## config.mk

```make
export PLATFORM = sky130hd
export DESIGN_NAME = mult_accum_ctrl_flat
export DESIGN_NICKNAME = d
export VERILOG_FILES = /design/src/rtl/mult_accum_ctrl_if.sv /design/src/rtl/mult_accum_ctrl.sv /design/src/flat_wrapper.sv
export SDC_FILE = /design/constraint.sdc
export NUM_CORES = 1
export LEC_CHECK = 0
export CORE_MARGIN = 4
export CORE_UTILIZATION = 30
export DETAILED_ROUTE_END_ITERATION = 12
export PLACE_DENSITY = 0.51
export SLEW_MARGIN = 10
export SYNTH_ARGS = -nofsm -noshare
export SYNTH_HDL_FRONTEND = slang
export SYNTH_SLANG_ARGS = --single-unit
```

## constraint.sdc

```tcl
create_clock -name clk -period 2.75 [get_ports clk]
set_input_delay 0.275 -clock clk [delete_from_list [all_inputs] [get_ports clk]]
set_output_delay 0.275 -clock clk [all_outputs]
set_load 0.05 [all_outputs]
```

## src/rtl/mult_accum_ctrl_if.sv

```systemverilog
// Operand/result handshake bundle for mult_accum_ctrl, including the multiplier-facing signals.
// slave is the controller's view; master is the environment (source, sink and multiplier).
interface mult_accum_ctrl_if #(
    parameter int ACC_W = 24
) ();
    logic             in_valid;
    logic             in_ready;
    logic [7:0]       in_a;
    logic [7:0]       in_b;
    logic [7:0]       mul_a;
    logic [7:0]       mul_b;
    logic [15:0]      mul_p;
    logic             out_valid;
    logic             out_ready;
    logic [ACC_W-1:0] out_sum;
    logic             out_ovf;

    modport slave (
        input  in_valid, in_a, in_b, mul_p, out_ready,
        output in_ready, mul_a, mul_b, out_valid, out_sum, out_ovf
    );

    modport master (
        output in_valid, in_a, in_b, mul_p, out_ready,
        input  in_ready, mul_a, mul_b, out_valid, out_sum, out_ovf
    );
endinterface

```

## src/rtl/mult_accum_ctrl.sv

```systemverilog
// Issues operand pairs to a pipelined 8x8 multiplier, waits out its latency and accumulates
// N_TERMS products into one dot-product result handed downstream over valid/ready.
module mult_accum_ctrl #(
    parameter int N_TERMS = 8,
    parameter int ACC_W   = 24,
    parameter int MUL_LAT = 1
) (
    input  logic                  clk,
    input  logic                  rst,
    mult_accum_ctrl_if.slave      bus,
    output logic                  busy
);
    localparam int TCW = (N_TERMS > 1) ? $clog2(N_TERMS) : 1;
    localparam int LCW = (MUL_LAT > 0) ? $clog2(MUL_LAT + 1) : 1;

    typedef enum logic [1:0] {
        IDLE,
        WAIT,
        DONE
    } state_t;

    state_t           state_q, state_d;
    logic [7:0]       mul_a_q, mul_a_d;
    logic [7:0]       mul_b_q, mul_b_d;
    logic [ACC_W-1:0] acc_q, acc_d;
    logic [TCW-1:0]   term_cnt_q, term_cnt_d;
    logic [LCW-1:0]   lat_cnt_q, lat_cnt_d;
    logic             out_valid_q, out_valid_d;
    logic             out_ovf_q, out_ovf_d;
    logic [ACC_W:0]   acc_sum;

    // One extra bit so the carry out of the wrapped accumulator feeds the sticky overflow flag.
    assign acc_sum = {1'b0, acc_q} + (ACC_W + 1)'(bus.mul_p);

    always_comb begin
        // NOTE: every _d gets a hold default first so no path through the case infers a latch.
        state_d     = state_q;
        mul_a_d     = mul_a_q;
        mul_b_d     = mul_b_q;
        acc_d       = acc_q;
        term_cnt_d  = term_cnt_q;
        lat_cnt_d   = lat_cnt_q;
        out_valid_d = out_valid_q;
        out_ovf_d   = out_ovf_q;

        case (state_q)
            IDLE: begin
                if (bus.in_valid) begin
                    mul_a_d   = bus.in_a;
                    mul_b_d   = bus.in_b;
                    lat_cnt_d = LCW'(MUL_LAT);
                    state_d   = WAIT;
                end
            end
            WAIT: begin
                if (lat_cnt_q != '0) begin
                    lat_cnt_d = lat_cnt_q - 1'b1;
                end else begin
                    acc_d      = acc_sum[ACC_W-1:0];
                    out_ovf_d  = out_ovf_q | acc_sum[ACC_W];
                    term_cnt_d = term_cnt_q + 1'b1;
                    if (term_cnt_q == TCW'(N_TERMS - 1)) begin
                        out_valid_d = 1'b1;
                        state_d     = DONE;
                    end else begin
                        state_d = IDLE;
                    end
                end
            end
            DONE: begin
                if (bus.out_ready) begin
                    acc_d       = '0;
                    term_cnt_d  = '0;
                    out_ovf_d   = 1'b0;
                    out_valid_d = 1'b0;
                    state_d     = IDLE;
                end
            end
            default: state_d = IDLE;
        endcase
    end

    always_ff @(posedge clk or posedge rst) begin
        if (rst) begin
            state_q     <= IDLE;
            mul_a_q     <= '0;
            mul_b_q     <= '0;
            acc_q       <= '0;
            term_cnt_q  <= '0;
            lat_cnt_q   <= '0;
            out_valid_q <= 1'b0;
            out_ovf_q   <= 1'b0;
        end else begin
            // NOTE: non-blocking here so every flop samples pre-edge values regardless of order.
            state_q     <= state_d;
            mul_a_q     <= mul_a_d;
            mul_b_q     <= mul_b_d;
            acc_q       <= acc_d;
            term_cnt_q  <= term_cnt_d;
            lat_cnt_q   <= lat_cnt_d;
            out_valid_q <= out_valid_d;
            out_ovf_q   <= out_ovf_d;
        end
    end

    // in_ready is a pure state decode, so it never depends on in_valid.
    assign bus.in_ready  = (state_q == IDLE);
    assign busy          = (state_q != IDLE);
    assign bus.mul_a     = mul_a_q;
    assign bus.mul_b     = mul_b_q;
    assign bus.out_valid = out_valid_q;
    assign bus.out_sum   = acc_q;
    assign bus.out_ovf   = out_ovf_q;
endmodule

```

## src/flat_wrapper.sv

```systemverilog
// flat-port wrapper written by rule: the top's interface ports become plain ports
module mult_accum_ctrl_flat 
#(
    parameter int N_TERMS = 8,
    parameter int ACC_W   = 24,
    parameter int MUL_LAT = 1
)
  (clk, rst, busy, bus_in_valid, bus_in_a, bus_in_b, bus_mul_p, bus_out_ready, bus_in_ready, bus_mul_a, bus_mul_b, bus_out_valid, bus_out_sum, bus_out_ovf);
  mult_accum_ctrl_if #(.ACC_W(ACC_W)) bus_i ();
  input  logic clk;
  input  logic rst;
  output logic busy;
  input wire logic [$bits(bus_i.in_valid)-1:0] bus_in_valid;
  input wire logic [$bits(bus_i.in_a)-1:0] bus_in_a;
  input wire logic [$bits(bus_i.in_b)-1:0] bus_in_b;
  input wire logic [$bits(bus_i.mul_p)-1:0] bus_mul_p;
  input wire logic [$bits(bus_i.out_ready)-1:0] bus_out_ready;
  output wire logic [$bits(bus_i.in_ready)-1:0] bus_in_ready;
  output wire logic [$bits(bus_i.mul_a)-1:0] bus_mul_a;
  output wire logic [$bits(bus_i.mul_b)-1:0] bus_mul_b;
  output wire logic [$bits(bus_i.out_valid)-1:0] bus_out_valid;
  output wire logic [$bits(bus_i.out_sum)-1:0] bus_out_sum;
  output wire logic [$bits(bus_i.out_ovf)-1:0] bus_out_ovf;
  assign bus_i.in_valid = bus_in_valid;
  assign bus_i.in_a = bus_in_a;
  assign bus_i.in_b = bus_in_b;
  assign bus_i.mul_p = bus_mul_p;
  assign bus_i.out_ready = bus_out_ready;
  assign bus_in_ready = bus_i.in_ready;
  assign bus_mul_a = bus_i.mul_a;
  assign bus_mul_b = bus_i.mul_b;
  assign bus_out_valid = bus_i.out_valid;
  assign bus_out_sum = bus_i.out_sum;
  assign bus_out_ovf = bus_i.out_ovf;
  mult_accum_ctrl #(.N_TERMS(N_TERMS), .ACC_W(ACC_W), .MUL_LAT(MUL_LAT)) u_core (.clk(clk), .rst(rst), .bus(bus_i), .busy(busy));
endmodule
```

==> impl_summary.log <==
[metrics] status: completed
[metrics] number of setup violations in the final report: 0
[metrics] DRT iter0 DRCs: 62
[metrics] GRT Residual Overflow: 0
[metrics] Total GRT Usage: 13.9%
[metrics] global-route wire length before repair: 12600 um
[metrics] unrepaired setup endpoints after global routing: false
[metrics] Top FF cell, synth: sky130_fd_sc_hd__dfrtp_1
[metrics] HP Class: in2async
[metrics] full die area: 11100 um^2
[metrics] number of cells produced by synthesis: 282
[metrics] post-synth net total: 337
[metrics] share of Yosys cell area claimed by the top area cell type: 42.2%
[metrics] leading cell types by total area after synthesis: sky130_fd_sc_hd__dfrtp_1 (42%), sky130_fd_sc_hd__ha_1 (7.9%), sky130_fd_sc_hd__mux2_2 (6.3%)
[metrics] worst path bufs/invs: 1
[metrics] Synth warnings: 0
[metrics] clock buffer count from CTS: 5
[metrics] Fin Clk Skew: 8.95 ps
[metrics] area overhead of the layout relative to synthesis: 40.3%
[metrics] Initial Utilization: 30.8%
[metrics] GPL Wtd Cong: 0.821
[metrics] total DRC errors in the routed layout: 0
[metrics] non-filler instance count after layout: 503
[metrics] Post-Syn Area: 2850 um^2
[metrics] count of TritonRoute iterations in the first routing pass: 4
[metrics] cell total after placement: 496
[metrics] Tcrit/Tclk final: 87.6%
[metrics] most common cell after layout, fill and taps aside: sky130_fd_sc_hd__clkdlybuf4s50_1
[metrics] final period demand of the worst path: 2410 ps
[metrics] net count reported at finish: 429
[metrics] buffer type at the clock tree root: sky130_fd_sc_hd__clkbuf_8
[metrics] number of buffers on the longest clock path: 2
[metrics] post-CTS setup buffer count: 0
[metrics] required time of the worst setup path: 2960 ps
[metrics] TritonCTS clock tree: yes
[metrics] largest area contributor in the synthesized netlist: sky130_fd_sc_hd__dfrtp_1
[metrics] Unique masters post-synth: 61
[metrics] final HPWL from detailed placement: 5620 um
[metrics] Skew-Pair Late Insertion Delay: 310 ps
[metrics] transition time at the pin with the least slew margin: 705 ps
[metrics] final hold violation count: 0
[metrics] kind of cell with the highest combined delay on the critical path: simple AND/OR/NAND/NOR gates
[metrics] layout cells sized above 1: 15.2%
[metrics] setup_tns: 0 ps
[metrics] clock-pin slew of the registers on the worst-case setup and hold paths: 90 ps
[metrics] number of clock sinks seen by CTS: 48
[metrics] count of pins over their slew limit: 0
[metrics] critical path class: in2reg
[metrics] wire per inst: 14.8 um
[metrics] synthesized flop and latch total: 48
[metrics] number of top-level design ports: 80
[metrics] core box area: 9240 um^2
[metrics] maximum number of pins on one net before global-route repair: 49
[metrics] post-cts sizing count: 0
[metrics] detailed-route wire length: 7460 um
[metrics] critical path capture point type: flop
[metrics] number of antenna diodes: 0
[metrics] commonest non-fill, non-tap cells in the layout: sky130_fd_sc_hd__clkdlybuf4s50_1 (79), sky130_fd_sc_hd__dfrtp_1 (48), sky130_fd_sc_hd__nand2_1 (35)
[metrics] Clock H-tree levels: 2
[metrics] minimum setup slack after placement: 64.8 ps
[metrics] Slew Limit Headroom: 53.0%
[metrics] number of flops mapped to enable cells by yosys: 0
[metrics] number of antenna violations at the first check in global routing: 0
[metrics] async set-or-reset flop fraction in the synthesized netlist: 100%
[metrics] Critical Path Start Type: input pin
[metrics] via count of the first global-routing pass: 2457
[metrics] Worst EP arrival: 2610 ps
[metrics] PwrDens: 1310 nW/um^2
[metrics] highest clock rate: 415 MHz
[metrics] buffers added on ports: 79
[metrics] antenna viol nets, final: 0
[metrics] leakage: 1.74 nW
[metrics] CP peak stage delay: 540 ps
[metrics] Slowest cell on crit path: sky130_fd_sc_hd__or4_4
[metrics] Site Rows: 35
[metrics] post-layout worst setup margin: 342 ps
[metrics] proportion of synthesized chip area in sequential cells: 42.2%
[metrics] number of vias per cell after detailed routing: 4.80
[metrics] ordered cell list for the critical path: clkdlybuf4s50_1 -> ha_1 -> fa_1 -> a21o_1 -> a31oi_1 -> nor2_2 -> a21oi_2 -> or4_4 -> o41ai_2
[metrics] critical path peak fanout: 4
[metrics] horizontal die dimension: 105 um
[metrics] mean post-synth cell area: 10.1 um^2
[metrics] count of max-cap constraint violations: 0
[metrics] maximum resistive drop on vdd: 0.405 mV
[metrics] die boundary height: 105 um
[metrics] Vias: 2416
[metrics] hold-fix buffer count after cts: 0
==> stage by stage <==
| stage | hold slack (ps) | util, % | power, mW | cell area (um^2) |
|---|---|---|---|---|
| final | 462 | 43.2 | 5.24 | 3990 |
| after global routing | 525 | 43.2 | 5.61 | 3990 |
| after CTS | 488 | 43.2 | 5.31 | 3990 |
| after detailed placement | 477 | 41.8 | 4.67 | 3860 |
| after global placement | 488 | 41.8 | 4.66 | 3860 |
| after floorplan | 361 | - | 3.58 | 2850 |
==> power by group <==
| part | internal, mW | leakage (nW) | total, mW | switching [mW] |
|---|---|---|---|---|
| Clock | 0.358 | 0.0642 | 0.612 | 0.254 |
| Combinational | 1.32 | 1.08 | 3.37 | 2.06 |
| Sequential | 1.02 | 0.592 | 1.25 | 0.238 |
| Total | 2.69 | 1.74 | 5.24 | 2.55 |
==> cell families (layout without fill, tap and decap cells) <==
group	count (synthesis)	after routing	synth area share [%]
AO/OA/AOI/OAI	75	75	18.4
XOR/XNOR	13	13	4.00
adder cells (fa/ha/maj)	19	19	8.62
buffers and inverters	15	107	2.46
flip-flops	48	48	42.2
multiplexers	24	24	9.14
AND/OR/NAND/NOR	88	88	15.2
==> tightest hold or removal path, delay by kind of cell <==
family,cells,cell delay (ps)
buffers and inverters,3,970
==> cell type report <==
type	count	area, um^2
fillers	920	5250
multi-input cells	219	1580
flip-flops and latches	48	1200
repair buffers	94	903
well taps	129	161
clock buffers	5	68.8
clock inverters	2	60.1
inverters	6	22.5
==> synth_stat cells (all sizes together), types with 2 or more instances <==
library cell / instances
or2: 2
nand2b: 2
and2: 4
o21bai: 2
clkbuf: 5
nor2b: 2
and3: 5
mux2i: 8
a21oi: 18
nand3: 7
mux2: 16
o21ai: 18
or4: 2
o31ai: 3
ha: 18
inv: 6
a41oi: 3
xnor2: 6
nand4: 3
a22o: 4
dfrtp: 48
a221oi: 2
a31oi: 3
buf: 3
a211oi: 2
xor2: 7
o211ai: 2
nor2: 17
nor3: 4
a21o: 6
nand2: 35
==> metal layers <==
layer	track usage (%)	up-vias	share of wire (%)
met5	0	-	0
met4	3.56	0	1.2
met3	3.18	10	4.2
met2	21.7	55	47
met1	19.3	1134	48
li1	-	1217	-
==> path summary, 6_finish.rpt <==
check	startpoint	end	slack, ps	cells after the start
max in group asynchronous	rst	u_core.bus.out_sum[8]	1870	3
hold / removal	rst	u_core.bus.mul_b[1]	460	3
setup reg to reg	u_core.bus.out_sum[8]	u_core.bus.out_sum[13]	340	7
setup / recovery	bus_mul_p[0]	u_core.bus.out_ovf	340	9
min in group clk	u_core.bus.out_ovf	u_core.bus.out_ovf	500	2
hold reg to reg	u_core.bus.out_ovf	u_core.bus.out_ovf	500	2
==> sequential cells by signal (all words and copies together) (netlist names) <==
name,count
u_core.bus.mul_a,8
u_core.bus.mul_b,8
u_core.bus.out_ovf,1
u_core.bus.out_sum,24
u_core.bus.out_valid,1
u_core.lat_cnt_q,1
u_core.state_q,2
u_core.term_cnt_q,3
No activity file was read; power rests on OpenSTA's default activity.
